[src/rtl/axis_byte_word_bridge.sv]
// ============================================================================
// axis_byte_word_bridge
//
// Byte <-> 16-bit word adapter between a serial byte stream (UART side) and
// the 16-bit command/response streams of the AXI-Lite command master.
//
//   RX path: s_axis_byte -> pack two bytes (high byte first) -> m_axis_word
//   TX path: s_axis_word -> split into two bytes (high byte first) -> m_axis_byte
//
// Both paths are registered and sustain one byte per cycle. They are
// completely independent of each other.
//
// Ports:
//   aclk, areset            clock (rising edge), async active-high reset
//   s_axis_byte_*           RX byte input  (tdata[7:0], tvalid, tready)
//   m_axis_word_*           packed word output (tdata[15:0], tvalid, tready)
//   s_axis_word_*           response word input (tdata[15:0], tvalid, tready)
//   m_axis_byte_*           TX byte output (tdata[7:0], tvalid, tready)
//   rx_timeout              one-cycle pulse when a dangling high byte is dropped
//
// Build option:
//   AXIS_BYTE_WORD_BRIDGE_TIMEOUT_EN - when defined, a half-word left waiting
//   in R_HALF for TIMEOUT_CYCLES cycles is discarded so pairing realigns.
//   When undefined no counter exists and rx_timeout is tied low.
//
// RX FSM
//   state  | meaning
//   R_IDLE | no byte held
//   R_HALF | high byte held, waiting for low byte
//   R_FULL | word presented on m_axis_word
//
// TX FSM
//   state   | meaning
//   T_EMPTY | no word held
//   T_HI    | presenting high byte of stored word
//   T_LO    | presenting low byte; may accept the next word
// ============================================================================
module axis_byte_word_bridge #(
    parameter int unsigned TIMEOUT_CYCLES = 1000
) (
    input  logic        aclk,
    input  logic        areset,

    input  logic [7:0]  s_axis_byte_tdata,
    input  logic        s_axis_byte_tvalid,
    output logic        s_axis_byte_tready,

    output logic [15:0] m_axis_word_tdata,
    output logic        m_axis_word_tvalid,
    input  logic        m_axis_word_tready,

    input  logic [15:0] s_axis_word_tdata,
    input  logic        s_axis_word_tvalid,
    output logic        s_axis_word_tready,

    output logic [7:0]  m_axis_byte_tdata,
    output logic        m_axis_byte_tvalid,
    input  logic        m_axis_byte_tready,

    output logic        rx_timeout
);

    if (TIMEOUT_CYCLES < 2 || TIMEOUT_CYCLES > 65535) begin : g_bad_timeout
        $error("TIMEOUT_CYCLES must be within 2..65535");
    end

    // ------------------------------------------------------------------
    // RX path
    // ------------------------------------------------------------------
    typedef enum logic [1:0] {R_IDLE, R_HALF, R_FULL} rx_state_t;

    rx_state_t  rx_state, rx_state_nxt;
    logic [7:0] rx_hi;
    logic       rx_byte_hs;
    logic       rx_word_hs;
    logic       rx_expire;

    assign rx_byte_hs = s_axis_byte_tvalid && s_axis_byte_tready;
    assign rx_word_hs = m_axis_word_tvalid && m_axis_word_tready;

    always_ff @(posedge aclk or posedge areset) begin
        if (areset) rx_state <= R_IDLE;
        else        rx_state <= rx_state_nxt;
    end

    always_comb begin
        rx_state_nxt = rx_state;
        case (rx_state)
            R_IDLE: if (rx_byte_hs) rx_state_nxt = R_HALF;
            R_HALF: begin
                if (rx_byte_hs)     rx_state_nxt = R_FULL;
                else if (rx_expire) rx_state_nxt = R_IDLE;
            end
            R_FULL: begin
                // A byte can only be accepted here on the cycle the word leaves.
                if (rx_word_hs) rx_state_nxt = rx_byte_hs ? R_HALF : R_IDLE;
            end
            default: rx_state_nxt = R_IDLE;
        endcase
    end

    always_comb begin
        s_axis_byte_tready = 1'b0;
        if (!areset) begin
            case (rx_state)
                R_IDLE, R_HALF: s_axis_byte_tready = 1'b1;
                R_FULL:         s_axis_byte_tready = m_axis_word_tready;
                default:        s_axis_byte_tready = 1'b0;
            endcase
        end
        m_axis_word_tvalid = (rx_state == R_FULL);
    end

    always_ff @(posedge aclk or posedge areset) begin
        if (areset) begin
            rx_hi             <= 8'h00;
            m_axis_word_tdata <= 16'h0000;
        end else if (rx_byte_hs) begin
            if (rx_state == R_HALF) m_axis_word_tdata <= {rx_hi, s_axis_byte_tdata};
            else                    rx_hi             <= s_axis_byte_tdata;
        end
    end

`ifdef AXIS_BYTE_WORD_BRIDGE_TIMEOUT_EN
    localparam logic [15:0] RX_CNT_LAST = 16'(TIMEOUT_CYCLES - 1);

    logic [15:0] rx_cnt;

    // A byte arriving on the terminal cycle completes the word instead.
    assign rx_expire = (rx_state == R_HALF) && (rx_cnt == RX_CNT_LAST) && !rx_byte_hs;

    always_ff @(posedge aclk or posedge areset) begin
        if (areset) begin
            rx_cnt     <= 16'h0000;
            rx_timeout <= 1'b0;
        end else begin
            rx_timeout <= rx_expire;
            if (rx_state == R_HALF && !rx_byte_hs && !rx_expire) rx_cnt <= rx_cnt + 16'd1;
            else                                                 rx_cnt <= 16'h0000;
        end
    end
`else
    assign rx_expire  = 1'b0;
    assign rx_timeout = 1'b0;
`endif

    // ------------------------------------------------------------------
    // TX path
    // ------------------------------------------------------------------
    typedef enum logic [1:0] {T_EMPTY, T_HI, T_LO} tx_state_t;

    tx_state_t  tx_state, tx_state_nxt;
    logic [7:0] tx_lo;
    logic       tx_word_hs;
    logic       tx_byte_hs;

    assign tx_word_hs = s_axis_word_tvalid && s_axis_word_tready;
    assign tx_byte_hs = m_axis_byte_tvalid && m_axis_byte_tready;

    always_ff @(posedge aclk or posedge areset) begin
        if (areset) tx_state <= T_EMPTY;
        else        tx_state <= tx_state_nxt;
    end

    always_comb begin
        tx_state_nxt = tx_state;
        case (tx_state)
            T_EMPTY: if (tx_word_hs) tx_state_nxt = T_HI;
            T_HI:    if (tx_byte_hs) tx_state_nxt = T_LO;
            T_LO:    if (tx_byte_hs) tx_state_nxt = tx_word_hs ? T_HI : T_EMPTY;
            default: tx_state_nxt = T_EMPTY;
        endcase
    end

    always_comb begin
        s_axis_word_tready = 1'b0;
        if (!areset) begin
            case (tx_state)
                T_EMPTY: s_axis_word_tready = 1'b1;
                T_LO:    s_axis_word_tready = m_axis_byte_tready;
                default: s_axis_word_tready = 1'b0;
            endcase
        end
        m_axis_byte_tvalid = (tx_state != T_EMPTY);
    end

    always_ff @(posedge aclk or posedge areset) begin
        if (areset) begin
            tx_lo             <= 8'h00;
            m_axis_byte_tdata <= 8'h00;
        end else if (tx_word_hs) begin
            m_axis_byte_tdata <= s_axis_word_tdata[15:8];
            tx_lo             <= s_axis_word_tdata[7:0];
        end else if (tx_state == T_HI && tx_byte_hs) begin
            m_axis_byte_tdata <= tx_lo;
        end
    end

endmodule

[config.mk]
export PLATFORM = sky130hd
export DESIGN_NAME = axis_byte_word_bridge
export DESIGN_NICKNAME = d
export VERILOG_FILES = /design/src/rtl/axis_byte_word_bridge.sv
export SDC_FILE = /design/constraint.sdc
export NUM_CORES = 1
export LEC_CHECK = 0
export ABC_AREA = 1
export BUFFER_PORTS_ARGS = -buffer_cell sky130_fd_sc_hd__buf_2
export CORE_MARGIN = 3
export CORE_UTILIZATION = 50
export DETAILED_ROUTE_END_ITERATION = 6
export GPL_TIMING_DRIVEN = 0
export PLACE_DENSITY = 0.78
export SLEW_MARGIN = 20
export SYNTH_ARGS = -nofsm -noshare
export SYNTH_HDL_FRONTEND = slang
export SYNTH_SLANG_ARGS = --single-unit
[constraint.sdc]
create_clock -name aclk -period 1.75 [get_ports aclk]
set_clock_uncertainty 0.15 [all_clocks]
set_input_delay 0.0875 -clock aclk [delete_from_list [all_inputs] [get_ports aclk]]
set_output_delay 0.0875 -clock aclk [all_outputs]
set_load 0.01 [all_outputs]
==> reports/metrics.yaml, run 1 <==
antenna_cells: 0
critPathMaxFanout: 9
netlist_instances: 216
required_ns: 1.51
multi_input_area_um2: 658.1
fp.dieH_um: 67.98
gp_congestion: 0.8743
drive_gt1_share_pct: 27.12
cts_root_buf: "clkbuf_8"
synth_xor_xnor_area_share_pct: 0
die_w_um: 67.98
antenna_found_initial: 0
cts_made_buffers: 5
clkSinkCount: 44
io_pins: 59
cp.arrival_ns: 1.41
synth.ff_latch_count: 44
ys_seq_area_share_pct: 57.33
syn_to_final_growth_pct: 38.24
seq_area_um2: 1101
dpl.hpwl_mm: 2.935
final_common_cell: "nand2_1"
final_cell_mix: "nand2_1 (78), buf_2 (58), dfrtp_1 (44)"
wl_met2_mm: 2.223
async_flop_share_pct: 100.0
clock_path_buffers: 2
cap_violations: 0
synth_top_area_share_pct: 57.33
highest_layer: "met4"
rows: 21
synth_nets: 246
route.met3.wl_um: 217
syn_area_um2: 1921
hp-class: "in2async"
synth-main-ff-cell: "dfrtp_1"
wl_per_cell_um: 13.00
min_period_ns: 1.647
yosys.area_share.simple_pct: 25.86
post-cts-setup-buffers: 0
die-area_um2: 4621
fillers: 267
p_per_area_nw_per_um2: 1348
layout.nets: 335
ys_top_cells_by_area: "dfrtp_1 (57%), nand2_1 (15%), o21ai_0 (6.3%), inv_1 (5.5%), nand4_1 (5.2%)"
grt_usage_pct: 23.26
synthAdderAreaFrac_pct: 0
synth-edff-count: 0
hold_viol: 44
fmax_ghz: 0.6070
yosysTopAreaCell: "dfrtp_1"
vias_per_cell: 4.878
slew_viol_final: 0
wl_met1_mm: 2.004
firstDrtPassIters: 4
violations: "hold timing"
synth_area_per_cell_um2: 8.892
cts_tree: "done"
yosys_warnings: 0
grt_max_degree: 48
wl_mm: 4.576
drc: 0
ys_types: 24
insertion_delay_ns: 0.30
synth_compound_area_share_pct: 7.818
path_clk_slew_ns: 0.08
fin_crit_sh_pct: 94.14
core_area_um2: 3521
crit_type: "reg2out"
initial_core_util_pct: 54.55
crit_slowest_cell: "dfrtp_1"
grt_remaining_overflow: 0
path_cells: "inv_1, nand2_1, a21oi_4, buf_2"
ant_nets: 0
cp_slowest_stage_delay_ns: 0.44
post-route-util_pct: 75.41
htreeDepth: 2
grt_pass1_vias: 1681
io_buffers: 56
cp-end-kind: "primary output"
synth_mux_area_share_pct: 0
critPathLaunchType: "flop"
irDropWorstVdd_mv: 0.8629
max-slew-margin-rel_pct: 63.30
power_leakage_uw: 0.001487
setup_viol: 0
routed-via-count: 1717
cts_hold_buf: 26
outcome: "finished, violations left"
holdWs_ns: -0.2559
worst_pin_slew_ns: 0.5505
drtIter0Drc: 100
grt_pass1_wl_mm: 7.845
synth_top_family_by_area: "simple AND/OR/NAND/NOR gates"
grt_setup_unrepaired: "false"
critical path: cells and delay by family (launching register included):
family                 cells  cell delay (ns)
flip-flops                 1             0.44
buffers and inverters      2             0.29
AND/OR/NAND/NOR            1             0.10
AO/OA/AOI/OAI              1             0.28
cells in the mapped netlist, types with 2 or more instances:
master   number
buf_2         2
buf_4         2
buf_6         2
dfrtp_1      44
inv_1        28
inv_2         2
nand2_1      78
nand2_4       2
nand4_1      16
nand4_2       2
nor2_1        2
o21ai_0      24
metal layers:
layer	up-vias	GRT usage [%]
li1	866	-
met1	785	30.85
met2	49	35.74
met3	17	5.090
met4	0	11.91
met5	-	0
per-stage QoR:
step | instance area (um2) | total power, uW | TNS (ns) | instances | setup slack, ns
after global routing | 2655 | 3852 | 0 | 352 | 0.01977
after global placement | 2258 | 2655 | -5.790 | 318 | -0.2798
final | 2655 | 3579 | 0 | 352 | 0.1025
after detailed placement | 2258 | 2701 | -6.248 | 318 | -0.3141
after CTS | 2645 | 3586 | 0 | 352 | 0.01018
after floorplan | 1921 | 2259 | 0 | 216 | 0.2369
power breakdown:
group | leakage [uW] | internal [uW] | switching (uW)
registers | 0.000555 | 1400 | 208
logic | 0.000868 | 474 | 650
clock network | 0.0000645 | 504 | 339
sequential cells by signal (all words and copies together) (netlist names):
register and cells:
m_axis_word_tdata 16, m_axis_byte_tdata 8, rx_hi 8, tx_lo 8, rx_state 2, tx_state 2
layout make-up:
class	instances	share of cell area [%]
clock inverters	1	1.131
flip-flops and latches	44	41.47
well taps	46	2.168
inverters	30	4.336
multi-input cells	134	24.79
clock buffers	7	3.629
repair buffers	82	20.36
plain buffers	8	2.121
timing repair:
action                                 CTS  global route
setup endpoints to repair                0            25
gates resized for setup                  0             3
endpoints found under the hold margin   79            44
cells by family (layout without fill, tap and decap cells):
| logic type | Yosys count | after routing |
|---|---|---|
| AO/OA/AOI/OAI | 28 | 28 |
| buffers and inverters | 38 | 128 |
| flip-flops | 44 | 44 |
| other | 1 | 1 |
| AND/OR/NAND/NOR | 105 | 105 |
path summary, 6_finish.rpt:
path	start	endpoint	slack, ns	cells past startpoint
max	rx_state[0]	s_axis_byte_tready	0.10	4
min reg2reg	rx_hi[0]	rx_hi[0]	0.33	2
min in group aclk	areset	rx_hi[2]	0.05	4
min	areset	tx_lo[6]	-0.26	2
max in group asynchronous	areset	rx_hi[1]	1.33	2
max reg2reg	tx_state[0]	m_axis_byte_tdata[4]	0.20	6
Power figures use the tool's default switching activity.
==> inputs of run 2 (changes only) <==
Settings changed: SETUP_SLACK_MARGIN set to 0.2.
==> run 2 against run 1 <==
The flow still finishes with violations (hold timing); clock-buffer cell count unchanged; cell count up 2.0%; maximum frequency is 10% higher; register-to-register slack improved by 0.07 ns; highest routed layer unchanged; critical endpoint is now s_axis_word_tready; first-iteration DRC count is 1.0% lower; combinational power up 7%; cell area increased by 2.7%.
==> reports/metrics.yaml, run 2 (same netlist as run 1, synthesis figures left out) <==
outcome: "finished, violations left"
violations: "hold timing"
grt_setup_unrepaired: "true"
clkSinkCount: 44  # unchanged
max-slew-margin-rel_pct: 62.14  # -1.2 points
required_ns: 1.51  # about the same
initial_core_util_pct: 54.55  # unchanged
antenna_found_initial: 0  # unchanged
clock_path_buffers: 2  # unchanged
drtIter0Drc: 99  # -1.0%
routed-via-count: 1757  # +2.3%
dpl.hpwl_mm: 2.935  # unchanged
critPathMaxFanout: 10  # +1
grt_usage_pct: 23.38  # +0.11 points
cts_made_buffers: 5  # unchanged
instances_no_fill: 359  # +2.0%
gp_congestion: 0.8743  # unchanged
worst_pin_slew_ns: 0.5678  # +0.01735 ns
crit_path_start: "tx_state[1]"
worst-path-buf-inv: 2  # unchanged
largest_reg_flops: 16  # unchanged
wl_per_cell_um: 13.26  # +2.0%
final_common_cell: "nand2_1"
fp.dieH_um: 67.98  # unchanged
cts_tree: "done"
firstDrtPassIters: 4  # unchanged
regToRegEndpoint: "m_axis_word_tdata[4]"
grt_pass1_wl_mm: 7.907  # +0.79%
cts_root_buf: "clkbuf_8"
final_cell_mix: "nand2_1 (77), buf_2 (57), dfrtp_1 (43)"
die_w_um: 67.98  # unchanged
rows: 21  # unchanged
cap_violations: 0  # unchanged
io_pins: 59  # unchanged
hold_viol: 44  # unchanged
placed_cells: 318  # unchanged
finalSetupTns_ns: 0  # unchanged
htreeDepth: 2  # unchanged
path_cells: "nand2_2, buf_6, and2_2, buf_2"
grt_remaining_overflow: 0  # unchanged
worstReg2RegStart: "rx_state[1]"
io_buffers: 56  # unchanged
min_period_ns: 1.492  # -0.1560 ns
cp_slowest_stage_delay_ns: 0.40  # -0.04 ns
irDropWorstVdd_mv: 0.8789  # +1.9%
fin_area_um2: 2728  # +2.7%
ant_nets: 0  # unchanged
rr_worst_depth: 4  # -2
grt_pass1_vias: 1695  # +0.83%
slew_viol_final: 0  # unchanged
hp-class: "in2async"
critical-path-top-delay-family: "flip-flops"
setup_viol: 0  # unchanged
layout.nets: 342  # +2.1%
wl_mm: 4.759  # +4.0%
endpoint: "s_axis_word_tready"
vias_per_cell: 4.894  # +0.33%
worst-path-stages: 4  # unchanged
fillers: 251  # -6.0%
holdWs_ns: -0.2529  # +0.002922 ns
insertion_delay_ns: 0.31  # about the same
drc: 0  # unchanged
place_area_um2: 2258  # unchanged
power_leakage_uw: 0.001521  # +2.2%
total_power_uw: 3652  # +2.0%
grt_max_degree: 48  # unchanged
path_clk_slew_ns: 0.08  # about the same
fmax_ghz: 0.6705  # +10%
drive_gt1_share_pct: 29.07  # +1.9 points
crit_slowest_cell: "dfrtp_1"
critPathLaunchType: "flop"
largest-register: "m_axis_word_tdata"
core_area_um2: 3521  # unchanged
die-area_um2: 4621  # unchanged
cp.arrival_ns: 1.25  # -0.16 ns
cp-end-kind: "primary output"
cts_hold_buf: 27  # +3.8%
fin_crit_sh_pct: 85.23  # -8.9 points
crit_type: "reg2out"
syn_to_final_growth_pct: 42.02
p_per_area_nw_per_um2: 1339  # -0.68%
antenna_cells: 0  # unchanged
r2r_slack_ns: 0.27  # +0.07 ns
run 2: worst min-delay path by stage:
stage	to	cells after the start	slack (ns)	start
floorplan	m_axis_byte_tdata[0]	1	-0.03	areset
global placement	rx_state[1]	2	0.15	m_axis_word_tready
detailed placement	rx_state[1]	2	0.15	m_axis_word_tready
CTS	tx_state[0]	2	-0.24	areset
global route	m_axis_word_tdata[2]	2	-0.20	areset
finish	tx_lo[0]	2	-0.25	areset
run 2: per-stage QoR:
stage          hold WS, ns  utilization [%]  worst slack, ns
6_report           -0.2529            77.47           0.2585
5_1_grt            -0.1988            77.47           0.1758
4_1_cts            -0.2361            75.91           0.2147
3_5_place_dp        0.1516            64.14          -0.3141
3_3_place_gp        0.1501            64.14          -0.2798
2_1_floorplan     -0.02852                -           0.2369
run 2: repair_timing:
item | CTS | global route
gates resized for setup | 2 | 8
hold endpoints to repair | 79 | 44
pin swaps | 2 | 2
setup endpoints to repair | 27 | 31
buffers inserted | 1 | 5
run 2: routing by layer:
layer	GRT usage (%)	share of wire (%)	vias to the layer above
met5	0	0	-
met4	11.17	2.4	0
met3	4.762	3.7	15
met2	36.46	50	40
met1	31.10	44	824
li1	-	-	878
run 2: power by group:
group | total [uW] | leakage, uW | switching [uW] | internal (uW)
sequential | 1600 | 0.000554 | 198 | 1400
clock | 853 | 0.0000645 | 350 | 504
combinational | 1200 | 0.000903 | 679 | 516
run 2: layout make-up:
class | count | area [um2] | share of cell area (%)
Clock buffer | 7 | 96.34 | 3.532
Sequential cell | 44 | 1102 | 40.41
Inverter | 30 | 115.1 | 4.220
Tap cell | 46 | 57.56 | 2.110
Multi-Input combinational cell | 134 | 669.4 | 24.54
Buffer | 8 | 61.31 | 2.248
Clock inverter | 1 | 30.03 | 1.101
Timing Repair Buffer | 89 | 595.6 | 21.83
==> inputs of run 3 (changes only) <==
Settings changed: BUFFER_PORTS_ARGS -buffer_cell sky130_fd_sc_hd__buf_2 to unset, CORE_UTILIZATION 50 to 60, DONT_BUFFER_PORTS set to 1, PLACE_DENSITY 0.78 to 0.76.
==> run 3 against run 2 <==
The run still ends with hold timing left; cell area is 12% lower; worst setup slack improved by 0.0049 ns; first-iteration DRC count increased by 51%.
==> reports/metrics.yaml, run 3 (same netlist as run 1, synthesis figures left out) <==
holdWs_ns: -0.4889  # -0.2360 ns
io_buffers: 0  # -100%
grt_pass1_vias: 1577  # -7.0%
cts_hold_buf: 27  # unchanged
hp-class: "in2async"
die_w_um: 62.58  # -7.9%
hold_viol: 62  # +41%
grt_max_degree: 48  # unchanged
grt_usage_pct: 24.55  # +1.2 points
cts_root_buf: "clkbuf_4"
layout.nets: 286  # -16%
fin_crit_sh_pct: 84.95  # -0.28 points
crit_path_frequent_cell: "nand2_1"
drive_gt1_share_pct: 14.79  # -14 points
largest-register: "m_axis_word_tdata"
p_per_area_nw_per_um2: 1297  # -3.1%
slew_viol_final: 0  # unchanged
dp_slack_ns: -0.09579  # +0.2183 ns
final_common_cell: "nand2_1"
clock_path_buffers: 2  # unchanged
die-area_um2: 3916  # -15%
critPathLaunchType: "flop"
grt_pass1_wl_mm: 7.521  # -4.9%
cp.arrival_ns: 1.63  # +0.38 ns
grt_setup_unrepaired: "false"
cts_tree: "done"
cts_made_buffers: 5  # unchanged
drc: 0  # unchanged
fmax_ghz: 0.6727  # +0.33%
crit_type: "reg2reg"
antenna_found_initial: 0  # unchanged
max-slew-margin-rel_pct: 62.20  # about the same
largest_reg_flops: 16  # unchanged
core_area_um2: 2900  # -18%
io_pins: 59  # unchanged
routed-via-count: 1658  # -5.6%
cap_violations: 0  # unchanged
total_power_uw: 3115  # -15%
power_leakage_uw: 0.001249  # -18%
initial_core_util_pct: 66.22  # +12 points
ant_nets: 0  # unchanged
firstDrtPassIters: 4  # unchanged
outcome: "finished, violations left"
cp-end-kind: "flop"
path_cells: "nor2_4, buf_4, buf_4, nand4_1, nand2_1, nand2_1, nand2_1"
insertion_delay_ns: 0.35  # +0.04 ns
required_ns: 1.90  # +0.39 ns
htreeDepth: 2  # unchanged
crit_slowest_cell: "dfrtp_1"
grt_remaining_overflow: 0  # unchanged
setup_viol: 0  # unchanged
drtIter0Drc: 149  # +51%
rows: 19  # -9.5%
finalSetupTns_ns: 0  # unchanged
vias_per_cell: 5.545  # +13%
gp_congestion: 0.8238  # -5.8%
path_clk_slew_ns: 0.12  # +0.04 ns
fp.dieH_um: 62.58  # -7.9%
final_cell_mix: "nand2_1 (76), dfrtp_1 (42), inv_1 (27), dlygate4sd3_1 (27), o21ai_0 (24)"
clkSinkCount: 44  # unchanged
wl_mm: 4.822  # +1.3%
antenna_cells: 0  # unchanged
irDropWorstVdd_mv: 1.088  # +24%
wl_per_cell_um: 16.13  # +22%
cp_slowest_stage_delay_ns: 0.46  # +0.06 ns
critPathMaxFanout: 7  # -3
min_period_ns: 1.487  # -0.004892 ns
violations: "hold timing"
dpl.hpwl_mm: 2.879  # -1.9%
syn_to_final_growth_pct: 25.02
worst_pin_slew_ns: 0.5670  # -0.0008759 ns
worst_slack_ns: 0.2634  # +0.004892 ns
run 3: cell types whose count changed in the layout (fill, tap and decap cells not counted), sizes merged:
cell / before / now
clkinv: 0 / 2
bufinv: 1 / 0
buf: 69 / 12
a21oi: 1 / 2
clkbuf: 8 / 7
run 3: worst max-delay path: cells and delay by family (launching register included):
family | cells | cell delay, ns
simple gates | 5 | 0.53
flops | 1 | 0.46
buf+inv | 2 | 0.28
run 3: area by class of cell:
cell class              instances  area, um2
clock inverters                 2      10.01
plain buffers                   8      71.32
flip-flops and latches         44       1104
multi-input cells             135      689.4
repair buffers                 32      307.8
fillers                       183      499.2
well taps                      42      52.55
clock buffers                   6      51.30
inverters                      30      115.1
run 3: report_power, final:
part	internal, uW	switching (uW)
registers	1400	378
logic	330	496
clock network	191	315
total	1930	1190
run 3: path summary, 6_finish.rpt:
path	slack, ns	cells after the start	endpoint	start
hold / removal	-0.49	1	m_axis_word_tdata[4]	areset
setup / recovery	0.26	7	m_axis_byte_tdata[1]	tx_state[0]
setup reg to reg	0.26	7	m_axis_byte_tdata[1]	tx_state[0]
hold reg to reg	0.35	2	tx_lo[4]	tx_lo[4]
min in group aclk	-0.24	3	rx_hi[2]	areset
max in group asynchronous	1.54	1	rx_state[0]	areset
run 3: repair_timing:
| action | CTS | global route |
|---|---|---|
| pin swaps | 0 | 2 |
| cloned | 0 | 1 |
| hold endpoints to repair | 82 | 62 |
| gates resized for setup | 1 | 18 |
| buffers inserted | 0 | 5 |
| setup endpoints to repair | 1 | 41 |
run 3: metal layers:
metal	global-route usage, %	up-vias	routed length (um)
met5	0	-	0
met4	11.57	0	213
met3	7.734	20	429
met2	37.82	92	2297
met1	31.55	778	1881
li1	-	768	-
run 3: per-stage QoR:
stage / area, um2 / hold WS (ns) / std cells / util, %
2_1_floorplan: 1921 / -0.02852 / 216 / -
3_3_place_gp: 1973 / 0.03963 / 258 / 68.03
3_5_place_dp: 1973 / 0.05302 / 258 / 68.03
4_1_cts: 2312 / -0.3076 / 293 / 79.72
5_1_grt: 2401 / -0.4745 / 299 / 82.79
6_report: 2401 / -0.4889 / 299 / 82.79
